==> config.mk <==
export PLATFORM = sky130hd
export DESIGN_NAME = seg7_scan_driver
export DESIGN_NICKNAME = d
export VERILOG_FILES = /design/src/rtl/seg7_pkg.sv /design/src/rtl/seg7_hex_decoder.sv /design/src/rtl/seg7_scan_driver.sv
export SDC_FILE = /design/constraint.sdc
export NUM_CORES = 1
export LEC_CHECK = 0
export BUFFER_PORTS_ARGS = -buffer_cell sky130_fd_sc_hd__buf_2
export CORE_ASPECT_RATIO = 0.9
export CORE_MARGIN = 5
export CORE_UTILIZATION = 48
export DETAILED_ROUTE_END_ITERATION = 12
export PLACE_DENSITY = 0.76
export SYNTH_ARGS = -nofsm -noshare
export SYNTH_HDL_FRONTEND = slang
export SYNTH_SLANG_ARGS = --single-unit
==> constraint.sdc <==
create_clock -name sys_clk -period 4.1 [get_ports sys_clk]
set_input_delay 0.41 -clock sys_clk [delete_from_list [all_inputs] [get_ports sys_clk]]
set_output_delay 0.41 -clock sys_clk [all_outputs]
set_load 0.005 [all_outputs]
==> src/rtl/seg7_pkg.sv <==
// Shared constants and types for the 8-digit multiplexed seven-segment display driver.
package seg7_pkg;

    localparam logic [6:0] SEG_OFF = 7'h7F;
    localparam logic [7:0] AN_OFF  = 8'hFF;

    // Entry n is {CA..CG} for hex digit n; a 0 lights the segment.
    localparam logic [6:0] HEX_SEG [16] = '{
        7'b0000001, 7'b1001111, 7'b0010010, 7'b0000110,
        7'b1001100, 7'b0100100, 7'b0100000, 7'b0001111,
        7'b0000000, 7'b0000100, 7'b0001000, 7'b1100000,
        7'b0110001, 7'b1000010, 7'b0110000, 7'b0111000
    };

    typedef enum logic {BLANK, DRIVE} state_t;

    typedef struct packed {
        logic [31:0] data;
        logic [7:0]  dp;
        logic [7:0]  en;
    } frame_t;

endpackage

==> src/rtl/seg7_hex_decoder.sv <==
// Hex nibble to active-low {CA..CG} segment pattern.
// Latency: combinational. Backpressure: none.
module seg7_hex_decoder
    import seg7_pkg::*;
(
    input  logic [3:0] nibble,
    output logic [6:0] seg
);

    always_comb begin
        seg = HEX_SEG[nibble];
    end

endmodule

==> src/rtl/seg7_scan_driver.sv <==
// Scans a double-buffered 8-digit hex frame onto shared cathodes/anodes with a blank gap per digit.
// Latency: outputs registered, a committed frame shows from the next frame boundary onward.
// Backpressure: frame_ready low while the pending buffer holds an uncommitted frame.
module seg7_scan_driver
    import seg7_pkg::*;
#(
    parameter int DIGIT_CYCLES = 100000,
    parameter int BLANK_CYCLES = 1000
) (
    input  logic        sys_clk,
    input  logic        sys_rst,
    input  logic [31:0] frame_data,
    input  logic [7:0]  frame_dp,
    input  logic [7:0]  frame_en,
    input  logic        frame_valid,
    output logic        frame_ready,
    output logic        frame_done,
    output logic        CA,
    output logic        CB,
    output logic        CC,
    output logic        CD,
    output logic        CE,
    output logic        CF,
    output logic        CG,
    output logic        DP,
    output logic [7:0]  AN
);

    localparam int DW = (DIGIT_CYCLES > 1) ? $clog2(DIGIT_CYCLES) : 1;
    localparam int BW = (BLANK_CYCLES > 1) ? $clog2(BLANK_CYCLES) : 1;
    localparam logic [DW-1:0] DIGIT_LAST = DW'(DIGIT_CYCLES - 1);
    localparam logic [BW-1:0] BLANK_LAST = BW'(BLANK_CYCLES - 1);

    state_t          state_q, state_d;
    logic [DW-1:0]   digit_cnt_q, digit_cnt_d;
    logic [BW-1:0]   blank_cnt_q, blank_cnt_d;
    logic [2:0]      idx_q, idx_d;
    frame_t          pend_q, pend_d;
    logic            pend_full_q, pend_full_d;
    frame_t          shadow_q, shadow_d;
    logic [7:0]      an_q, an_d;
    logic [6:0]      seg_q, seg_d;
    logic            dp_q, dp_d;
    logic            done_q, done_d;
    logic            boundary;
    logic            accept;
    logic [6:0]      dec_seg;

    // Decode the digit about to be shown, so segments register together with the anode.
    seg7_hex_decoder u_dec (
        .nibble (shadow_q.data[{idx_d, 2'b00} +: 4]),
        .seg    (dec_seg)
    );

    always_comb begin
        state_d     = state_q;
        digit_cnt_d = digit_cnt_q;
        blank_cnt_d = blank_cnt_q;
        idx_d       = idx_q;
        boundary    = 1'b0;
        case (state_q)
            BLANK: begin
                if (blank_cnt_q == BLANK_LAST) begin
                    state_d     = DRIVE;
                    blank_cnt_d = '0;
                end else begin
                    blank_cnt_d = blank_cnt_q + BW'(1);
                end
            end
            DRIVE: begin
                if (digit_cnt_q == DIGIT_LAST) begin
                    state_d     = BLANK;
                    digit_cnt_d = '0;
                    idx_d       = idx_q + 3'd1;
                    boundary    = (idx_q == 3'd7);
                end else begin
                    digit_cnt_d = digit_cnt_q + DW'(1);
                end
            end
            default: state_d = BLANK;
        endcase
    end

    assign frame_ready = !pend_full_q;
    assign accept      = frame_valid && frame_ready;

    // A boundary commit and an accept never coincide: accept needs the pending buffer empty.
    always_comb begin
        pend_d      = pend_q;
        pend_full_d = pend_full_q;
        shadow_d    = shadow_q;
        if (boundary && pend_full_q) begin
            shadow_d    = pend_q;
            pend_full_d = 1'b0;
        end else if (accept) begin
            pend_d      = '{data: frame_data, dp: frame_dp, en: frame_en};
            pend_full_d = 1'b1;
        end
    end

    always_comb begin
        an_d   = AN_OFF;
        seg_d  = SEG_OFF;
        dp_d   = 1'b1;
        done_d = boundary;
        if (state_d == DRIVE && shadow_q.en[idx_d]) begin
            an_d  = ~(8'b1 << idx_d);
            seg_d = dec_seg;
            dp_d  = ~shadow_q.dp[idx_d];
        end
    end

    always_ff @(posedge sys_clk or posedge sys_rst) begin
        if (sys_rst) begin
            state_q     <= BLANK;
            digit_cnt_q <= '0;
            blank_cnt_q <= '0;
            idx_q       <= '0;
            pend_q      <= '0;
            pend_full_q <= 1'b0;
            shadow_q    <= '0;
            an_q        <= AN_OFF;
            seg_q       <= SEG_OFF;
            dp_q        <= 1'b1;
            done_q      <= 1'b0;
        end else begin
            state_q     <= state_d;
            digit_cnt_q <= digit_cnt_d;
            blank_cnt_q <= blank_cnt_d;
            idx_q       <= idx_d;
            pend_q      <= pend_d;
            pend_full_q <= pend_full_d;
            shadow_q    <= shadow_d;
            an_q        <= an_d;
            seg_q       <= seg_d;
            dp_q        <= dp_d;
            done_q      <= done_d;
        end
    end

    assign AN         = an_q;
    assign {CA, CB, CC, CD, CE, CF, CG} = seg_q;
    assign DP         = dp_q;
    assign frame_done = done_q;

endmodule

Yosys cells after proc, flatten, opt, wreduce, memory -nomap -nowiden
Memories as Yosys holds them, arrays and structs flattened.
Cells that the tools add are included.
W data, S select, Z words.

storage, ports and cells
  flip-flop bits (word level) = 145
  memory bits (read-only) = 112
  input port bits = 51
  word-level logic and storage cells = 57
  memories = 1

cells by class
  add/subtract/negate cells = 3
  $lt $le $gt $ge = 2
  equality and inequality tests = 3
  shift operators = 2
  mux-type cells = 20
  bitwise logic cells = 5
  reduce and logical (&&, ||, !) cells = 6

memory list
  memory           depth  bits a word  read ports  clocked after memory_dff  write ports  RTL line                RTL
  (no name shown)  16     7            1           0                         0            seg7_hex_decoder.sv:11  seg = HEX_SEG[nibble];

operators with widths
  operator                 count
  $shiftx A32 B6 Y4        1
  $mux W7                  3
  $add A17 B1 Y17 const B  1
  $eq A17 B17 Y1 const B   1
  $mux W17                 1
  $add A10 B1 Y10 const B  1
  $eq A10 B10 Y1 const B   1
  $mux W10                 1
  $mux W1                  9
  $mux W8                  1
  $not A8 Y8               1
  $shl A1 B3 Y8 const A    1
  $bmux W1 S3              2
  $mux W3                  2
  $ge A5 B5 Y1 const B     1
  $not A4 Y5               1
  $lt A3 B4 Y1 const B     1
  $add A3 B1 Y3 const B    1
  $eq A3 B3 Y1 const B     1
  $logic_and A1 B1 Y1      3
  $not A1 Y1               3
  $pmux W1 S2              1
  $reduce_and A2 Y1        1
  $reduce_bool A2 Y1       1
  $logic_not A1 Y1         1

Logic depth before layout (Yosys ltp)
Gate-level depths: netlist (run 1).

  depth after elaboration = 9
  gate-level depth with buffers = 17

By module
Synthesis (run 1) repeated with hierarchy kept, for this count alone.

unflattened totals
  cell total of the unflattened synthesis = 515
  area, all modules = 6,591.3 µm²

by module, submodules not included
  module            times used  cells an instance  area an instance (µm²)  sequential area each (µm²)
  seg7_scan_driver  1           484                6,328.6                 3,648.5
  seg7_hex_decoder  1           31                 262.8                   0.0

Worst setup path before layout (run 1)
Ideal clock, no wire load.

  kind = reg-to-reg
  from = register digit_cnt_q[0]
  to = register seg_q[3]
  data arrival time = 3,113 ps
  data required time = 3,998 ps
  setup slack = 885 ps
  cell stages (with the launch flop) = 18
  buffers on the path = 4
  clock period less this slack = 3,215 ps
  path through = dfrtp_1 ha_1 and4_1 clkbuf_1 nand4_1 or2_1 buf_2 mux2_1 buf_2 mux2i_1 o21ai_0 and2_1 clkbuf_1 inv_1 ha_1 mux2_4 nor3_1 a31oi_1

between the ends
  cells in the longest elaborated chain, start to end = 9
  elaborated cells on any way between the ends = 14
  those cells by class = 1 x eq/ne; 1 x shift; 9 x mux; 1 x bitwise; 1 x reduce/logical; 1 x memory

RTL lines
  what                                         RTL line                 RTL
  start, declared                              seg7_scan_driver.sv:35   logic [DW-1:0] digit_cnt_q, digit_cnt_d;
  start signal, assigned                       seg7_scan_driver.sv:128  digit_cnt_q <= digit_cnt_d;
  $eq A17 B17 Y1 *                             seg7_scan_driver.sv:71   if (digit_cnt_q == DIGIT_LAST) begin
  $mux W3 *                                    seg7_scan_driver.sv:71
  $mux W3 *                                    seg7_scan_driver.sv:61   case (state_q)
  named net idx_d[1]                           seg7_scan_driver.sv:37   logic [2:0] idx_q, idx_d;
  $shiftx A32 B6 Y4                            seg7_scan_driver.sv:51   .nibble (shadow_q.data[{idx_d, 2'b00} +: 4]),
  $not A4 Y5 (not written as such)             seg7_hex_decoder.sv:11
  $mem_v2 Z16 W7                               n/a
  $mux W7 (not written as such) (2 in series)  seg7_hex_decoder.sv:11
  $mux W7 *                                    seg7_scan_driver.sv:106  if (state_d == DRIVE && shadow_q.en[idx_d]) begin
  named net seg_d[3]                           seg7_scan_driver.sv:42   logic [6:0] seg_q, seg_d;
  end signal, assigned                         seg7_scan_driver.sv:135  seg_q <= seg_d;
  end, declared                                seg7_scan_driver.sv:42

Mark *: on every way through the listed nets, which the timed path passes. The rest lies on a longest branch. The select of a mux whose other input is x is not followed.
A chain may end at the register's enable or synchronous reset.

Worst setup path after layout (run 1)
  from = register digit_cnt_q[0]
  to = register seg_q[3]

between the ends
  cells in the longest elaborated chain, start to end = 9
  elaborated cells on any way between the ends = 14
  those cells by class = 1 x eq/ne; 1 x shift; 9 x mux; 1 x bitwise; 1 x reduce/logical; 1 x memory

RTL lines
  what                                         RTL line
  $eq A17 B17 Y1 *                             seg7_scan_driver.sv:71
  $mux W3                                      seg7_scan_driver.sv:71
  $mux W3                                      seg7_scan_driver.sv:61
  $shiftx A32 B6 Y4                            seg7_scan_driver.sv:51
  $not A4 Y5 (not written as such)             seg7_hex_decoder.sv:11
  $mem_v2 Z16 W7                               n/a
  $mux W7 (not written as such) (2 in series)  seg7_hex_decoder.sv:11
  $mux W7 *                                    seg7_scan_driver.sv:106
  named net seg_d[3]                           seg7_scan_driver.sv:42

Marks and branches as above.

==> impl_metrics.json, run 1 <==
{
  "finalClockSkew_ns": 0.0113,
  "power_density_nw_per_um2": 418,
  "antenna_found_initial": 0,
  "die_h_um": 120,
  "irDropWorstVdd_uv": 310,
  "cp-end-kind": "register",
  "dieWidth_um": 132,
  "clock_latency_ns": 0.43,
  "cts_resized": 0,
  "design_area_um2": 7560,
  "cp-start-kind": "register",
  "clock_sinks": 145,
  "critPathArrivalTime_ns": 3.79,
  "finalHoldViolations": 0,
  "synth_cell_types": 63,
  "p_total_mw": 3.16,
  "syn_nets": 562,
  "synthToLayoutAreaGrowth_pct": 17.2,
  "yosys-top-cells-count": "dfrtp_1, mux2_2, nor2_1",
  "synth_warnings": 0,
  "clkTransAtPathRegs_ns": 0.06,
  "critPathRequiredTime_ns": 4.41,
  "rows": 40,
  "portBuffers": 68,
  "async_flop_share_pct": 100,
  "dr.pass1.iters": 5,
  "synth_enable_flop_cells": 0,
  "htreeDepth": 4,
  "setup.worst_path.class": "register to register",
  "synth_most_common_cell": "dfrtp_1",
  "synth-main-ff-cell": "dfrtp_1",
  "nFillCells": 1045,
  "grt_remaining_overflow": 0,
  "fmax_mhz": 288,
  "ant_nets": 0,
  "path_max_fanout": 9,
  "min_path_type": "primary input to asynchronous set/reset pin",
  "rsz0062_at_grt": "no",
  "diodes": 0,
  "synthCells": 501,
  "p_leak_nw": 3.54,
  "syn_area_per_cell_um2": 12.9,
  "initial_utilization_pct": 48.6,
  "wl_per_cell_um": 16.9,
  "synth_area_um2": 6450,
  "timing.critical_path.mode_cell": "ha_1",
  "drive_above_1_share_pct": 40.1,
  "drc": 0,
  "synth_top_area_share_pct": 50.0,
  "gp_congestion": 0.906,
  "setup_viol": 0,
  "post_cts_buffers": 0,
  "cts_root_buf": "clkbuf_16",
  "slew_viol_final": 0,
  "period_minus_slack_ns": 3.47,
  "fin_util_pct": 57.0,
  "io_pins": 69,
  "crit_chain": "ha_1 -> and4_1 -> nand4_1 -> or2_1 -> mux2_1 -> mux2i_1 -> o21ai_0 -> and2_1 -> inv_1 -> ha_1 -> mux2_4 -> nor3_1 -> a31oi_1",
  "worstMarginPinSlew_ns": 1.28,
  "fin_crit_sh_pct": 84.7,
  "vias_per_cell": 5.53,
  "synthTopCellsByArea": "dfrtp_1, mux2_2, dfstp_2, mux2i_1, ha_1",
  "yosys.area.top_type": "dfrtp_1",
  "grt_max_degree": 146,
  "slowest_stage": "mux2_1",
  "ys_seq_area_share_pct": 56.6,
  "status": "finished clean",
  "cts_made_buffers": 17,
  "grt_pass1_vias": 4231,
  "post-place-ws_ns": 0.658,
  "slew_headroom_pct": 14.2,
  "maxCapViolCount": 0,
  "cts_hold_buf": 0,
  "grt_pass1_wl_um": 21600,
  "coreArea_um2": 13300,
  "worst_slack_ns": 0.626,
  "critPathMaxStageDelay_ns": 0.55,
  "final_nets": 633,
  "cts_tree": "yes",
  "drtIter0Drc": 275,
  "drt-total-wl_um": 12700,
  "fin_setup_tns_ns": 0,
  "vias": 4156,
  "grt_use_total_pct": 17.1,
  "dp_hpwl_um": 8990,
  "synth-seq-cells": 145,
  "dieArea_um2": 15900,
  "clockBufferDepth": 2,
  "placed_area_um2": 6980
}
-- routing by layer --
metal	routed length [um]	GRT usage, %
met5	0	0
met3	762	5.99
met2	5910	25.5
met4	218	6.17
met1	5810	23.2
-- state kept, by name (all words and copies together), names as in the netlist --
| register | flops |
|---|---|
| AN | 8 |
| DP | 1 |
| blank_cnt_q | 10 |
| digit_cnt_q | 17 |
| frame_done | 1 |
| idx_q | 3 |
| pend_full_q | 1 |
| pend_q | 48 |
| seg_q | 7 |
| shadow_q | 48 |
| state_q | 1 |
-- cell type report --
class | count | area [um2] | area share (%)
clock buffer | 18 | 429 | 5.68
clock inverter | 13 | 151 | 2.00
inverter | 17 | 67.6 | 0.894
multi-input combinational | 318 | 2660 | 35.2
sequential | 145 | 3650 | 48.3
tap | 168 | 210 | 2.78
timing repair buffer | 73 | 390 | 5.16
-- cells by family after synthesis --
logic type      after synthesis  share of synthesized area [%]
compound gates               56                           6.28
xor+xnor                     23                           3.12
fa+ha+maj                    10                           1.94
buf+inv                      38                           2.37
flops                       145                           56.6
mux                         120                           20.6
simple gates                109                           9.14
-- metrics by stage --
stage / std cells / hold slack (ns)
3_3_place_gp: 721 / 0.472
5_1_grt: 752 / 0.188
3_5_place_dp: 721 / 0.481
2_1_floorplan: 501 / 0.452
4_1_cts: 752 / 0.188
6_report: 752 / 0.151
-- worst paths after layout --
kind,startpoint,end,slack (ns),depth (start not counted)
max,digit_cnt_q[0],seg_q[3],0.63,13
min,sys_rst,digit_cnt_q[16],0.15,3
max reg2reg,digit_cnt_q[0],seg_q[3],0.63,13
min reg2reg,digit_cnt_q[14],digit_cnt_q[14],0.49,1
max in group asynchronous,sys_rst,frame_done,3.31,3
min in group sys_clk,frame_data[9],pend_q[25],0.21,2
-- worst max-delay path, delay by kind of cell, from the launching register on --
family	cells	cell delay [ns]
and+or+nand+nor	5	1.21
AOI/OAI and AO/OA	2	0.21
DFF	1	0.38
buffers and inverters	1	0.13
muxes	3	1.00
adders and majority gates	2	0.41
-- placed cells by master, fill, tap and decap left out, types with 14 or more instances in the layout --
cell	synthesis	final
nand2_1	25	25
xor2_1	14	14
mux2_2	97	97
buf_2	2	68
inv_1	17	16
clkbuf_16	0	17
mux2i_1	21	21
dfrtp_1	129	129
nor2_1	29	29
dfstp_2	16	16
-- power by group --
group	total, mW	internal (mW)	switching (mW)
registers	1.53	1.49	0.0349
clock network	1.52	0.903	0.620
logic	0.110	0.0631	0.0469
total	3.16	2.46	0.702
No activity file was read; power rests on OpenSTA's default activity.
==> inputs of run 2 (changes only) <==
PLACE_DENSITY = 0.73   (was 0.76)
clock period = 3.3 ns   (was 4.1 ns; I/O delays follow)
==> impl_metrics.json, run 2 (same netlist as run 1, synthesis figures left out) <==
{
  "status": "finished clean",
  "diodes": 0,
  "drive_above_1_share_pct": 44.2,
  "cts_made_buffers": 17,
  "fmax_mhz": 312,
  "path_max_fanout": 5,
  "irDropWorstVdd_uv": 379,
  "placed_area_um2": 7120,
  "final_common_cell": "dfrtp_1",
  "cp-start-kind": "register",
  "internal_power_mw": 2.92,
  "worstMarginPinSlew_ns": 1.02,
  "coreArea_um2": 13300,
  "clkTransAtPathRegs_ns": 0.06,
  "rows": 40,
  "p_leak_nw": 3.64,
  "fin_crit_sh_pct": 97.0,
  "grt_pass1_wl_um": 22300,
  "htreeDepth": 4,
  "synthToLayoutAreaGrowth_pct": 20.3,
  "initial_utilization_pct": 48.6,
  "grt_pass1_vias": 4486,
  "setup.worst_path.class": "register to register",
  "r2r_cells": 11,
  "clock_sinks": 145,
  "fin_util_pct": 58.5,
  "power_frac_clock_pct": 46.1,
  "slowest_stage": "or4_4",
  "grt_remaining_overflow": 0,
  "grt_use_total_pct": 17.7,
  "power_frac_comb_pct": 3.7,
  "maxCapViolCount": 0,
  "cp-end-kind": "register",
  "p_total_mw": 3.78,
  "period_minus_slack_ns": 3.20,
  "clock_latency_ns": 0.43,
  "fin_setup_tns_ns": 0,
  "power_density_nw_per_um2": 488,
  "vias": 4194,
  "timing.critical_path.mode_cell": "buf_4",
  "top_regs": "pend_q x48, shadow_q x48, digit_cnt_q x17",
  "p_sw_share_pct": 22.7,
  "dieArea_um2": 15900,
  "grt_max_degree": 57,
  "ant_nets": 0,
  "io_pins": 69,
  "crit_chain": "or4_4 -> nand3b_4 -> buf_4 -> nor2_1 -> buf_4 -> mux2i_1 -> o32ai_1 -> a221o_1 -> or3_4 -> a211oi_2 -> a311oi_2",
  "vias_per_cell": 5.42,
  "design_area_um2": 7760,
  "critPathArrivalTime_ns": 3.54,
  "pwr-share-seq_pct": 50.2,
  "critPathMaxStageDelay_ns": 0.56,
  "gp_congestion": 0.959,
  "drt-total-wl_um": 13300,
  "hold_path_depth": 2,
  "min_path_type": "primary input to register",
  "setup_viol": 0,
  "cts_hold_buf": 0,
  "die_h_um": 120,
  "finalClockSkew_ns": 0.0107,
  "dieWidth_um": 132,
  "layout_common_cells": "dfrtp_1, mux2_2, buf_2, nor2_1, nand2_1",
  "finalHoldViolations": 0,
  "dp_hpwl_um": 9510,
  "final_nets": 654,
  "critPathRequiredTime_ns": 3.64,
  "antenna_found_initial": 0,
  "cts_tree": "yes",
  "portBuffers": 68,
  "switching_power_mw": 0.860,
  "wl_per_cell_um": 17.1,
  "clockBufferDepth": 2,
  "dr.pass1.iters": 4,
  "drc": 0,
  "slew_headroom_pct": 31.8,
  "cts_root_buf": "clkbuf_16",
  "slew_viol_final": 0,
  "drtIter0Drc": 164
}
-- run 2: routing by layer --
layer	global-route usage (%)	up-vias	part of all wire, %
li1	-	1972	-
met1	23.2	2103	45
met2	27.5	99	48
met3	5.11	20	5.3
met4	7.51	0	1.8
met5	0	-	0
-- run 2: worst max-delay path, delay by kind of cell, from the launching register on --
kind | cells | cell delay, ns
AO/OA/AOI/OAI | 4 | 0.79
flip-flops | 1 | 0.40
multiplexers | 1 | 0.31
AND/OR/NAND/NOR | 4 | 1.31
buffers and inverters | 2 | 0.30
-- run 2: path summary, 6_finish.rpt --
kind,start,endpoint,slack (ns)
worst max-delay path,digit_cnt_q[6],seg_q[6],0.1
worst min-delay path,frame_data[9],pend_q[25],0.13
worst max register to register,digit_cnt_q[6],seg_q[6],0.1
worst min register to register,digit_cnt_q[14],digit_cnt_q[14],0.49
max in group asynchronous,sys_rst,seg_q[0],2.33
min in group asynchronous,sys_rst,pend_q[2],0.14
-- run 2: stage by stage --
| step | worst slack, ns | instances | hold slack [ns] |
|---|---|---|---|
| 2_1_floorplan | 0.0851 | 501 | 0.447 |
| 3_3_place_gp | 0.144 | 737 | 0.476 |
| 3_5_place_dp | 0.0203 | 737 | 0.480 |
| 4_1_cts | 0.0261 | 772 | 0.115 |
| 5_1_grt | -0.00457 | 774 | 0.114 |
| 6_report | 0.0975 | 774 | 0.133 |
-- run 2: power by group through the flow --
stage | Clock (mW) | Sequential, mW | Combinational (mW)
floorplan | 0 | 1.91 | 0.0928
global placement | 0 | 1.93 | 0.137
detailed placement | 0 | 1.93 | 0.145
CTS | 1.78 | 1.90 | 0.146
global route | 1.86 | 1.91 | 0.162
finish | 1.74 | 1.90 | 0.141
-- run 2: timing repair --
action | CTS | global route
endpoints found under the hold margin | 0 | 0
endpoints found under the setup margin | 1 | 7
buffers inserted | 3 | 2
gates resized for setup | 1 | 14
pin swaps | 0 | 4
-- run 2: area by class of cell --
class                   count  area (um2)
flip-flops and latches    145        3650
clock inverters            13         100
repair buffers             94         573
well taps                 168         210
inverters                  17        67.6
fillers                  1025        5500
clock buffers              19         443
multi-input cells         318        2720
==> inputs of run 3 (changes only) <==
ABC_AREA = 1   (was unset)
==> impl_metrics.json, run 3 <==
{
  "drtIter0Drc": 251,
  "synth-main-ff-cell": "dfrtp_1",
  "critPathRequiredTime_ns": 3.66,
  "synth_enable_flop_cells": 0,
  "fin_crit_sh_pct": 87.3,
  "met1_usage_pct": 23.2,
  "yosys.area.top_type": "dfrtp_1",
  "synth_top_family_by_area": "simple AND/OR/NAND/NOR gates",
  "nFillCells": 1172,
  "cts_root_buf": "clkbuf_16",
  "synth_cell_types": 38,
  "fin_hold_ws_ns": 0.141,
  "rows": 41,
  "initial_utilization_pct": 48.5,
  "design_area_um2": 7790,
  "grt_pass1_wl_um": 22500,
  "rsz0062_at_grt": "no",
  "critPathMaxStageDelay_ns": 0.41,
  "top_regs": "pend_q x48, shadow_q x48, digit_cnt_q x17",
  "dr.pass1.iters": 4,
  "min_path_type": "primary input to register",
  "synthTopCellsByArea": "dfrtp_1, mux2_2, nand2_1, dfstp_2, inv_1",
  "period_minus_slack_ns": 2.88,
  "antenna_found_initial": 0,
  "yosys-top-cells-count": "nand2_1, dfrtp_1, mux2_2",
  "htreeDepth": 4,
  "post-place-ws_ns": 0.460,
  "p_leak_nw": 3.83,
  "synthCells": 654,
  "async_flop_share_pct": 100,
  "portBuffers": 68,
  "cp-start-kind": "register",
  "gr-max-usage-layer": "met2",
  "diodes": 0,
  "worst_slack_ns": 0.419,
  "grt_use_total_pct": 17.1,
  "crit_chain": "ha_1 -> nand3_2 -> inv_1 -> nand3_4 -> o21bai_4 -> nand2_2 -> inv_2 -> nand2_1 -> nand2_1 -> nand2_1 -> nand2_1 -> nand2_1 -> nand2_1 -> ha_1 -> nand3_1 -> nand2_1 -> nand2_1 -> nand3_2",
  "yosys.area_share.simple_pct": 18.5,
  "dp_hpwl_um": 9420,
  "fin_util_pct": 56.1,
  "p_total_mw": 3.81,
  "ys_seq_area_share_pct": 54.1,
  "coreArea_um2": 13900,
  "synth_top_area_share_pct": 47.9,
  "critPathArrivalTime_ns": 3.24,
  "syn_nets": 715,
  "synthMuxAreaShare_pct": 14.4,
  "clockBufferDepth": 2,
  "syn_area_per_cell_um2": 10.3,
  "vias": 4640,
  "dp.cells": 897,
  "die_h_um": 122,
  "cts_tree": "yes",
  "dieWidth_um": 135,
  "grt_remaining_overflow": 0,
  "clkTransAtPathRegs_ns": 0.06,
  "ant_nets": 0,
  "wl_per_cell_um": 13.9,
  "setup_viol": 0,
  "drc": 0,
  "path_max_fanout": 19,
  "synthToLayoutAreaGrowth_pct": 15.6,
  "clock_latency_ns": 0.42,
  "grtUsageMet2_pct": 26.7,
  "final_common_cell": "nand2_1",
  "cp-end-kind": "register",
  "fin_setup_tns_ns": 0,
  "synth_compound_area_share_pct": 3.64,
  "finalHoldViolations": 0,
  "setup.worst_path.class": "register to register",
  "fmax_mhz": 347,
  "layout.cells.non_filler": 929,
  "layout_common_cells": "nand2_1, dfrtp_1, mux2_2, buf_2, inv_1",
  "gp_congestion": 0.873,
  "worstMarginPinSlew_ns": 1.12,
  "maxCapViolCount": 0,
  "io_pins": 69,
  "vias_per_cell": 4.99,
  "cts_made_buffers": 17,
  "irDropWorstVdd_uv": 343,
  "dieArea_um2": 16500,
  "synth_fa_ha_area_share_pct": 1.86,
  "final_nets": 785,
  "timing.critical_path.mode_cell": "nand2_1",
  "slew_viol_final": 0,
  "placed_area_um2": 7240,
  "cts_resized": 0,
  "slew_headroom_pct": 25.1,
  "synth-seq-cells": 145,
  "slowest_stage": "dfrtp_1",
  "status": "finished clean",
  "synth-xor-area-share_pct": 1.56,
  "synth_warnings": 0,
  "synth_area_um2": 6740,
  "power_density_nw_per_um2": 489,
  "met3_usage_pct": 4.71,
  "clock_sinks": 145,
  "drive_above_1_share_pct": 32.2,
  "drt-total-wl_um": 12900,
  "grt_pass1_vias": 4678,
  "finalClockSkew_ns": 0.00742,
  "synth_most_common_cell": "nand2_1",
  "grt_max_degree": 119
}
==> run 3: cell types whose count changed after synthesis, sizes merged, moves of 7 or more <==
cell / delta
mux2: -13
xnor2: -7
nor2: +12
nor3: +8
mux2i: -21
inv: +53
o21ai: +10
nand2: +127
nand3: +26
==> run 3: path summary, 6_finish.rpt <==
kind,to,slack [ns],depth (start not counted),start
setup / recovery,seg_q[3],0.42,18,digit_cnt_q[0]
hold / removal,pend_q[27],0.14,2,frame_data[11]
setup reg to reg,seg_q[3],0.42,18,digit_cnt_q[0]
hold reg to reg,shadow_q[1],0.49,2,shadow_q[1]
max in group asynchronous,pend_q[10],1.80,4,sys_rst
min in group asynchronous,pend_q[32],0.53,3,sys_rst
==> run 3: area by class of cell <==
type | instances | area [um2] | area share (%)
sequential | 145 | 3650 | 46.8
multi-input combinational | 417 | 2700 | 34.6
clock buffer | 19 | 443 | 5.68
timing repair buffer | 73 | 393 | 5.04
inverter | 70 | 267 | 3.42
tap | 193 | 241 | 3.10
clock inverter | 12 | 106 | 1.36
==> run 3: metal layers <==
layer | vias up | wire length, um
li1 | 2270 | -
met1 | 2256 | 6030
met2 | 98 | 6170
met3 | 16 | 549
met4 | 0 | 196
met5 | - | 0
==> run 3: cells by family after synthesis <==
family	after synthesis
XOR/XNOR	12
AND/OR/NAND/NOR	268
multiplexers	86
flip-flops	145
adder cells (fa/ha/maj)	10
AO/OA/AOI/OAI	41
buffers and inverters	92
==> run 3: timing repair <==
item                      CTS  global route
hold buffers                1             0
hold endpoints to repair   27             0
buffers inserted            0             0
==> run 3: report_power, final <==
group | switching [mW] | internal, mW
clock | 0.736 | 1.05
combinational | 0.0621 | 0.0708
sequential | 0.0384 | 1.85
total | 0.836 | 2.97
==> run 3: worst max-delay path, delay by kind of cell, from the launching register on <==
kind	cells	cell delay, ns
adder cells (fa/ha/maj)	2	0.45
AND/OR/NAND/NOR	13	1.39
flip-flops	1	0.41
buffers and inverters	2	0.35
AO/OA/AOI/OAI	1	0.23
